`src/rtl/ws2812b_pkg.sv`:
```
`default_nettype none
// ============================================================================
// Module      : ws2812b_pkg
// Description : Shared pixel layout and frame-feeder FSM encoding.
// Revision    : 1.0
// ============================================================================
package ws2812b_pkg;

    localparam int PIXEL_W = 24;
    localparam int CHAN_W  = 8;
    localparam int G_LSB   = 16;
    localparam int R_LSB   = 8;
    localparam int B_LSB   = 0;

    typedef enum logic [1:0] {
        ST_IDLE    = 2'd0,
        ST_FETCH   = 2'd1,
        ST_DRAIN   = 2'd2,
        ST_PRESENT = 2'd3
    } state_e;

endpackage
`default_nettype wire

```
`src/rtl/ws2812b_pixel_scale.sv`:
```
`default_nettype none
// ============================================================================
// Module      : ws2812b_pixel_scale
// Description : Combinational GRB pixel brightness scaler, out=(c*(b+1))>>8.
// Revision    : 1.0
// ============================================================================
module ws2812b_pixel_scale
    import ws2812b_pkg::*;
(
    input  logic [PIXEL_W-1:0] pixel_i,
    input  logic [7:0]         brightness_i,
    output logic [PIXEL_W-1:0] pixel_o
);

    logic [8:0] w_factor;

    // The +1 makes brightness 255 an exact identity and 0 a hard black.
    assign w_factor = {1'b0, brightness_i} + 9'd1;

    localparam int CHAN_LSB [3] = '{B_LSB, R_LSB, G_LSB};

    generate
        for (genvar ch = 0; ch < 3; ch++) begin : g_chan
            logic [16:0] w_prod;
            logic        w_unused_bits;

            assign w_prod = {9'd0, pixel_i[CHAN_LSB[ch] +: CHAN_W]} * {8'd0, w_factor};
            assign pixel_o[CHAN_LSB[ch] +: CHAN_W] = w_prod[15:8];
            assign w_unused_bits = ^{w_prod[16], w_prod[7:0]};
        end
    endgenerate

endmodule
`default_nettype wire

```
`src/rtl/ws2812b_frame_feeder.sv`:
```
`default_nettype none
// ============================================================================
// Module      : ws2812b_frame_feeder
// Description : Reads, scales and packs one pixel per stripe for each LED.
// Revision    : 1.0
// ============================================================================
module ws2812b_frame_feeder
    import ws2812b_pkg::*;
#(
    parameter  int STRIPECOUNT = 1,
    parameter  int LEDCOUNT    = 60,
    localparam int ADDR_WIDTH  = (LEDCOUNT * STRIPECOUNT > 1) ?
                                 $clog2(LEDCOUNT * STRIPECOUNT) : 1
) (
    input  logic                           clk,
    input  logic                           reset,
    input  logic                           frame_start_i,
    input  logic [7:0]                     brightness_i,
    output logic                           mem_rd_en_o,
    output logic [ADDR_WIDTH-1:0]          mem_addr_o,
    input  logic [PIXEL_W-1:0]             mem_rdata_i,
    output logic [STRIPECOUNT*PIXEL_W-1:0] bitstream_o,
    output logic                           bitstream_available_o,
    input  logic                           bitstream_read_i,
    output logic                           busy_o,
    output logic                           frame_done_o
);

    localparam int WORD_W = STRIPECOUNT * PIXEL_W;
    localparam int SLOT_W = (STRIPECOUNT > 1) ? $clog2(STRIPECOUNT) : 1;
    localparam int LED_W  = (LEDCOUNT > 1) ? $clog2(LEDCOUNT) : 1;

    localparam logic [SLOT_W-1:0] LAST_SLOT = SLOT_W'(STRIPECOUNT - 1);
    localparam logic [LED_W-1:0]  LAST_LED  = LED_W'(LEDCOUNT - 1);

    state_e                  state_q,    state_d;
    logic [LED_W-1:0]        led_q,      led_d;
    logic [SLOT_W-1:0]       slot_q,     slot_d;
    logic [7:0]              bright_q,   bright_d;
    logic                    rd_en_q,    rd_en_d;
    logic [ADDR_WIDTH-1:0]   addr_q,     addr_d;
    logic                    cap_q,      cap_d;
    logic [SLOT_W-1:0]       cap_slot_q, cap_slot_d;
    logic [WORD_W-1:0]       word_q,     word_d;
    logic                    avail_q,    avail_d;
    logic                    busy_q,     busy_d;
    logic                    done_q,     done_d;

    logic [PIXEL_W-1:0]      w_scaled;

    ws2812b_pixel_scale u_scale (
        .pixel_i      (mem_rdata_i),
        .brightness_i (bright_q),
        .pixel_o      (w_scaled)
    );

    always_comb begin
        state_d    = state_q;
        led_d      = led_q;
        slot_d     = slot_q;
        bright_d   = bright_q;
        rd_en_d    = 1'b0;
        addr_d     = addr_q;
        avail_d    = avail_q;
        busy_d     = busy_q;
        done_d     = 1'b0;
        word_d     = word_q;
        // RAM data lags the strobe by one cycle, so the slot travels with it.
        cap_d      = rd_en_q;
        cap_slot_d = slot_q;

        for (int s = 0; s < STRIPECOUNT; s++) begin
            if (cap_q && (int'(cap_slot_q) == s)) begin
                word_d[s*PIXEL_W +: PIXEL_W] = w_scaled;
            end
        end

        case (state_q)
            ST_IDLE: begin
                if (frame_start_i) begin
                    state_d  = ST_FETCH;
                    bright_d = brightness_i;
                    led_d    = '0;
                    slot_d   = '0;
                    rd_en_d  = 1'b1;
                    addr_d   = '0;
                    busy_d   = 1'b1;
                end
            end
            ST_FETCH: begin
                if (slot_q == LAST_SLOT) begin
                    state_d = ST_DRAIN;
                end else begin
                    slot_d  = slot_q + SLOT_W'(1);
                    rd_en_d = 1'b1;
                    addr_d  = addr_q + ADDR_WIDTH'(1);
                end
            end
            ST_DRAIN: begin
                state_d = ST_PRESENT;
                avail_d = 1'b1;
            end
            ST_PRESENT: begin
                if (bitstream_read_i) begin
                    avail_d = 1'b0;
                    if (led_q == LAST_LED) begin
                        state_d = ST_IDLE;
                        done_d  = 1'b1;
                        busy_d  = 1'b0;
                    end else begin
                        // Pixels are contiguous per LED, so the next LED
                        // starts right after the last address issued.
                        state_d = ST_FETCH;
                        led_d   = led_q + LED_W'(1);
                        slot_d  = '0;
                        rd_en_d = 1'b1;
                        addr_d  = addr_q + ADDR_WIDTH'(1);
                    end
                end
            end
            default: begin
                state_d = ST_IDLE;
            end
        endcase
    end

    always_ff @(posedge clk) begin
        if (reset) begin
            state_q    <= ST_IDLE;
            led_q      <= '0;
            slot_q     <= '0;
            bright_q   <= '0;
            rd_en_q    <= 1'b0;
            addr_q     <= '0;
            cap_q      <= 1'b0;
            cap_slot_q <= '0;
            word_q     <= '0;
            avail_q    <= 1'b0;
            busy_q     <= 1'b0;
            done_q     <= 1'b0;
        end else begin
            state_q    <= state_d;
            led_q      <= led_d;
            slot_q     <= slot_d;
            bright_q   <= bright_d;
            rd_en_q    <= rd_en_d;
            addr_q     <= addr_d;
            cap_q      <= cap_d;
            cap_slot_q <= cap_slot_d;
            word_q     <= word_d;
            avail_q    <= avail_d;
            busy_q     <= busy_d;
            done_q     <= done_d;
        end
    end

    assign mem_rd_en_o           = rd_en_q;
    assign mem_addr_o            = addr_q;
    assign bitstream_o           = word_q;
    assign bitstream_available_o = avail_q;
    assign busy_o                = busy_q;
    assign frame_done_o          = done_q;

endmodule
`default_nettype wire

```
`config.mk`:
```
export PLATFORM = sky130hd
export DESIGN_NAME = ws2812b_frame_feeder
export DESIGN_NICKNAME = d
export VERILOG_FILES = /design/src/rtl/ws2812b_pkg.sv /design/src/rtl/ws2812b_pixel_scale.sv /design/src/rtl/ws2812b_frame_feeder.sv
export SDC_FILE = /design/constraint.sdc
export NUM_CORES = 1
export LEC_CHECK = 0
export CAP_MARGIN = 0
export CORE_MARGIN = 5
export CORE_UTILIZATION = 56
export CTS_BUF_LIST = sky130_fd_sc_hd__clkbuf_8
export DETAILED_ROUTE_END_ITERATION = 10
export HOLD_SLACK_MARGIN = 0.03
export PLACE_DENSITY = 0.9
export SYNTH_ARGS = -nofsm -noshare
export SYNTH_HDL_FRONTEND = slang
export SYNTH_SLANG_ARGS = --single-unit
```
`constraint.sdc`:
```
create_clock -name clk -period 5.75 [get_ports clk]
set_clock_uncertainty 0.05 [all_clocks]
set_input_delay 0.575 -clock clk [delete_from_list [all_inputs] [get_ports clk]]
set_output_delay 0.575 -clock clk [all_outputs]
set_load 0.05 [all_outputs]
```
==> results.md, run 1 <==
* Status: finished clean
* M2 GR Usage at 38.12%
* Die area at 17430 sq um
* CP startpoint kind: register
* Detail Placement HPWL at 15040 um
* Clk buf depth at 2
* Vias in the first global route at 7134
* Worst Path Arrival at roughly 5700 ps
* Met1 GRT Util at 28.67%
* Post-Syn Area per Cell at 8.785 sq um
* Post-Route Setup TNS at 0 ps
* Achievable Freq at 179.7 MHz
* Register area share after synthesis at 12.25%
* IO buf count at 69
* Routed wire length at 18870 um
* Actual slew at the worst max-slew pin at between 700 and 800 ps
* Place WS at approximately 140 ps
* CTS tree: done
* Die width at ~130 um
* Fin. Hold Viols at 0
* Synth top area share at 28.82%
* Drt pass-1 iters at 5
* Worst EP required at 5920 ps
* GRT overflow at 0
* Peak supply drop at 0.2894 mV
* Switch Pwr at 1.402 mW
* Clock slew at reported path FFs at 100 ps
* Max transition margin at 46.91%
* Synth-to-layout area growth at 14.11%
* CP cell instances: ha_2 > nand2_1 > nor2_1 > xor2_2 > clkbuf_16 > nand2_1 > fa_1 > inv_1 > fa_1 > fa_1 > inv_1 > fa_1 > inv_1 > ha_1 > a21o_1 > a41o_1 > o311a_4 > a311oi_4 > nor4_1 > a311o_1
* Final-report max-slew violation count at 0
* Fin crit share at 96.78%
* Leakage power at 4.722 nW
* Setup Viol. Count Final at 0
* Core Region at 14590 sq um
* CTS Buf Count at 5
* Count of cell types in the netlist at 55
* Clock share of power at between 8 and 9%
* Cells after Synth at 949
* Syn nets at between 1000 and 1500
* Worst path slowest cell: fa_1
* Crit end category: register
* Yosys warns at 0
* Root Buffer: clkbuf_8
* First-pass GRT wire length at about 33000 um
* Starting DRT DRC Count at 317
* Busiest grt layer: met2
* Worst skew pair latency at 310 ps
* Sw frac at 50.82%
* MaxCap Viol Count at 0
* Most used cell, CP: fa_1
* Wirelength per Cell at 15.64 um
* DR vias/cell at 5.528
* # rows at 44
* Asr flop ratio synth at 0%
* DP Area at roughly 9400 sq um
* Routed Antenna Nets at 0
* Initial core utilization at 57.14%
* GR Layer Usage met3 at under 10%
* Most frequent cells in the layout: inv_1, and2_1, fa_1
* CTS sink cnt at 51
* #FFs+latches synth at 51
* Power, Total at 2.759 mW
* Drt drc at 0
* EDFF count, synth at 0
* Top post-synthesis cells by area: fa_1, ha_1, dfxtp_1
* Overall via count from detail_route at 6672
* Layout cells sized above 1 at 4.692%
* Tightest Hold Check Type: reg -> reg
* P_int at roughly 1.4 mW
* Initial antenna violation count at 0
* Nets at 1282
* Htree depth at 2
* ANT cells at 0
* Most common cell after layout, fill and taps aside: inv_1
* Fin area at 9513 sq um
* Comb power frac at 75.9%
* Seq pwr share at 15.9%
* Largest net degree at the start of global routing at 25
* Crit path max fanout at 12
* Global Route Usage Sum at 22.02%
* # IOs at 70
* Worst setup margin at around 190 ps
* FILL cells at roughly 1100
* Crit path time final at 5565 ps
* Die height at 132.0 um
* Syn Std Cell Area at 8337 sq um
* Top FF cell, synth: dfxtp_1
* Slowest stage delay, CP at 550 ps
* Cell Pwr Density at approximately 290 nW/um^2
* Kind of critical path: reg -> reg
* Synth area leader: fa_1
* GPL Wtd Cong at 0.9001
layout make-up:
type / instances / area [sq um] / share of cell area [%]
clock buffer: 6 / 82.58 / 0.8681
inverter: 170 / 638.1 / 6.708
timing repair buffer: 92 / 922.1 / 9.694
clock inverter: 2 / 13.76 / 0.1447
sequential: 51 / 1025 / 10.77
tap: 184 / 230.2 / 2.420
multi-input combinational: 702 / 6601 / 69.39
sequential cells by signal, indices dropped and copies added (netlist names):
| signal | count |
|---|---|
| led_q | 6 |
| cap_q | 1 |
| bitstream_available_o | 1 |
| bright_q | 8 |
| state_q | 2 |
| mem_rd_en_o | 1 |
| busy_o | 1 |
| mem_addr_o | 6 |
| frame_done_o | 1 |
| bitstream_o | 24 |
layer usage:
metal,vias up,part of all wire [%],routed length [um]
met5,-,0,0
met4,0,2.0,386
met3,36,6.0,1124
met2,229,50,9430
met1,3291,42,7931
li1,3116,-,-
power groups by stage:
stage / combinational (mW) / sequential, mW / clock [mW]
floorplan: 1.42 / 0.523 / 0
global placement: 1.97 / 0.443 / 0
detailed placement: 2.07 / 0.444 / 0
CTS: 2.09 / 0.436 / 0.230
global route: 2.38 / 0.445 / 0.244
finish: 2.09 / 0.438 / 0.227
timing repair:
action | in CTS | in global routing
buffers inserted | 0 | 2
setup endpoints to repair | 0 | 6
resized for setup | 0 | 8
hold buffers | 0 | 0
worst max-delay path, delay by kind of cell (launching register included):
kind                       cells  cell delay [ps]
AOI/OAI and AO/OA              5             1460
xor gates and xnor gates       1              210
adders and majority gates      6             2560
buffers and inverters          4              340
DFF                            1              380
and+or+nand+nor                4              440
final timing paths:
| path | startpoint | end | slack, ps | depth (start not counted) |
|---|---|---|---|---|
| worst max-delay path | bright_q[0] | bitstream_o[23] | 190 | 20 |
| worst min-delay path | mem_addr_o[5] | mem_addr_o[5] | 440 | 2 |
| worst max register to register | bright_q[0] | bitstream_o[23] | 190 | 20 |
| worst min register to register | mem_addr_o[5] | mem_addr_o[5] | 440 | 2 |
cell usage after synthesis (all sizes together), types with 2 or more instances:
cell / instances
o31a: 2
a211oi: 10
and2: 130
nand4b: 2
xor2: 19
o21ai: 17
inv: 169
o31ai: 4
nor2b: 17
a32o: 3
o21a: 2
fa: 120
a311o: 2
o22ai: 2
clkbuf: 24
a31oi: 3
o211ai: 2
a21o: 9
ha: 104
or3: 5
a2111oi: 2
nor3: 6
dfxtp: 51
nand4: 5
nand2: 101
o21bai: 4
nand3: 7
xnor2: 23
a21oi: 23
buf: 2
nor4: 2
nand2b: 10
nor2: 41
mux2i: 11
cell families (layout without fill, tap and decap cells):
family                   Yosys count  count (layout)  synth area share (%)
buffers and inverters            196             270                 8.825
flip-flops                        51              51                 12.25
XOR/XNOR                          42              42                 4.412
AND/OR/NAND/NOR                  329             329                 20.35
multiplexers                      11              11                 1.321
AO/OA/AOI/OAI                     96              96                 8.420
adder cells (fa/ha/maj)          224             224                 44.42
per-stage QoR:
| step | util [%] | hold slack [ps] | instances |
|---|---|---|---|
| floorplan | - | 408.4 | 949 |
| global placement | 64.19 | 387.2 | 1196 |
| detailed placement | 64.19 | 419.6 | 1196 |
| CTS | 64.85 | 444.3 | 1204 |
| global route | 65.21 | 459.8 | 1207 |
| finish | 65.21 | 442.4 | 1207 |
Note: power is estimated with default switching activity, not from simulation.
==> inputs of run 2 (changes only) <==
Settings changed: CORE_UTILIZATION 56 to 40, PLACE_DENSITY 0.9 to 0.7.
==> results.md, run 2 (synthesis results as in run 1) <==
* Status: finished clean
* Post-Route Setup TNS at 0 ps (unchanged)
* Largest net degree at the start of global routing at 41 (+64%)
* Tightest Hold Check Type: reg -> reg
* DP Area at 9503 sq um (+1.5%)
* P_int at 1.394 mW (+2.7%)
* Max transition margin at 50.12% (+3.2 points)
* Global Route Usage Sum at 16.63% (-5.4 points)
* Detail Placement HPWL at 15470 um (+2.9%)
* Final-report max-slew violation count at 0 (unchanged)
* Worst path slowest cell: fa_1
* Most used cell, CP: fa_1
* Clock slew at reported path FFs at 100 ps (about the same)
* Die height at 154.4 um (+17%)
* Crit end category: register
* DR top layer: met4
* Worst skew pair latency at 320 ps (about the same)
* Achievable Freq at 181.3 MHz (+0.90%)
* Fin. Hold Viols at 0 (unchanged)
* Met3 WL at 784 um (-30%)
* Clock share of power at 9.8% (+1.6 points)
* Kind of critical path: reg -> reg
* Root Buffer: clkbuf_8
* Reg-to-reg endpoint: bitstream_o[23]
* Leakage power at 4.737 nW (+0.33%)
* Layout cells sized above 1 at 4.780% (+0.088 points)
* Flop2flop setup slack at 230 ps (+50 ps)
* CP startpoint kind: register
* Drt drc at 0 (unchanged)
* Reg2Reg Depth at 20 (unchanged)
* Initial core utilization at 40.94% (-16 points)
* Non-Filler Instances at 1295 (+7.3%)
* First-pass GRT wire length at 33060 um (+1.6%)
* Die width at 154.4 um (+17%)
* Worst Path Arrival at 5690 ps (-40 ps)
* Hold Path Depth at 2 (unchanged)
* Most frequent cells in the layout: inv_1, and2_1, fa_1
* DR vias/cell at 4.961 (-10%)
* Vias in the first global route at 6688 (-6.3%)
* Worst r2r src: bright_q[0]
* CTS Buf Count at 5 (unchanged)
* Die area at 23830 sq um (+37%)
* ANT cells at 0 (unchanged)
* WHS Endpoint: bright_q[1]
* Fin crit share at 95.92% (-0.86 points)
* Sw frac at 49.95% (-0.87 points)
* Seq pwr share at 15.8% (about the same)
* Starting DRT DRC Count at 264 (-17%)
* GPL Wtd Cong at 0.8278 (-8.0%)
* Comb power frac at 74.4% (-1.5 points)
* Actual slew at the worst max-slew pin at 738.5 ps (-47.62 ps)
* Peak supply drop at 0.2366 mV (-18%)
* GRT overflow at 0 (unchanged)
* Cell Pwr Density at 288.7 nW/um^2 (-0.47%)
* Setup Viol. Count Final at 0 (unchanged)
* WL met2 at 9181 um (-2.6%)
* Routed Antenna Nets at 0 (unchanged)
* Setup crit start: bright_q[0]
* Initial antenna violation count at 0 (unchanged)
* Wirelength per Cell at 14.78 um (-5.4%)
* Crit path max fanout at 17 (+5)
* Fin area at 9648 sq um (+1.4%)
* Switch Pwr at 1.391 mW (-0.78%)
* # IOs at 70 (unchanged)
* CP cell instances: ha_2 > nand2_1 > nor2_1 > xor2_1 > buf_12 > nand2_1 > fa_1 > inv_1 > fa_1 > fa_1 > inv_1 > fa_1 > inv_1 > ha_1 > a21o_1 > a41o_1 > o311a_4 > a311oi_4 > nor4_1 > a311o_1
* Drt pass-1 iters at 5 (unchanged)
* IO buf count at 69 (unchanged)
* Clk buf depth at 2 (unchanged)
* CTS tree: done
* MaxCap Viol Count at 0 (unchanged)
* Cells after DPL at 1286 (+7.5%)
* Nets at 1284 (+0.16%)
* Max reg flops at 24 (unchanged)
* Hold_sp: bright_q[1]
* Hold_buf cts at 0 (unchanged)
* Crit path time final at 5515 ps (-49.54 ps)
* Routed wire length at 19150 um (+1.4%)
* Htree depth at 2 (unchanged)
* Synth-to-layout area growth at 15.73%
* Worst EP required at 5920 ps (about the same)
* Slowest stage delay, CP at 540 ps (about the same)
* Overall via count from detail_route at 6424 (-3.7%)
* # rows at 52 (+18%)
* CTS sink cnt at 51 (unchanged)
* Core Region at 20360 sq um (+40%)
* Most common cell after layout, fill and taps aside: inv_1
* Final Util at 47.38% (-18 points)
* M1 WL at 8917 um (+12%)
==> run 2: cell count changes in the layout (fill, tap and decap cells not counted), sizes merged <==
cell,before,now
buf,22,25
bufinv,0,1
clkbuf,7,6
clkinv,2,1
==> run 2: power groups by stage <==
stage                     Clock (mW)  Combinational [mW]  Sequential (mW)
after floorplan                    0                1.42            0.523
after global placement             0                2.02            0.442
after detailed placement           0                2.07            0.444
after CTS                      0.278                2.10            0.437
after global routing           0.294                2.39            0.447
final                          0.273                2.07            0.439
==> run 2: repair_timing <==
| item | 4_1_cts | 5_1_grt |
|---|---|---|
| endpoints found under the hold margin | 0 | 0 |
| resized for setup | 0 | 6 |
| buffers inserted | 0 | 1 |
| setup endpoints to repair | 0 | 8 |
==> run 2: area by class of cell <==
type | count | area, sq um
Sequential cell | 51 | 1025
Tap cell | 270 | 337.8
Timing Repair Buffer | 94 | 928.4
Fill cell | 1926 | 10720
Clock inverter | 2 | 38.79
Clock buffer | 6 | 82.58
Inverter | 170 | 638.1
Multi-Input combinational cell | 702 | 6598
==> run 2: routing by layer <==
| layer | GRT usage (%) | up-vias |
|---|---|---|
| li1 | - | 3113 |
| met4 | 3.574 | 0 |
| met5 | 0 | - |
| met1 | 23.43 | 3163 |
| met2 | 27.79 | 131 |
| met3 | 1.732 | 17 |
==> run 2: worst max path at each step <==
stage | slack, ps | cells past startpoint | endpoint
6_report | 230 | 20 | bitstream_o[23]
5_1_grt | -20 | 20 | bitstream_o[22]
4_1_cts | 120 | 21 | bitstream_o[7]
3_5_place_dp | 150 | 21 | bitstream_o[7]
3_3_place_gp | 220 | 16 | bitstream_o[23]
2_1_floorplan | 340 | 20 | bitstream_o[23]
==> run 2: per-stage QoR <==
stage / hold slack, ps / setup slack (ps) / total power, mW
global route: 459.1 / -17.35 / 3.126
global placement: 424.2 / 215.5 / 2.466
detailed placement: 425.8 / 150.1 / 2.514
finish: 438.7 / 234.5 / 2.785
CTS: 442.3 / 123.9 / 2.811
floorplan: 408.4 / 344.8 / 1.939
==> run 2: worst max-delay path, delay by kind of cell (launching register included) <==
family | cells | cell delay, ps
adders and majority gates | 6 | 2520
and+or+nand+nor | 4 | 410
DFF | 1 | 380
AOI/OAI and AO/OA | 5 | 1470
xor gates and xnor gates | 1 | 250
buffers and inverters | 4 | 340
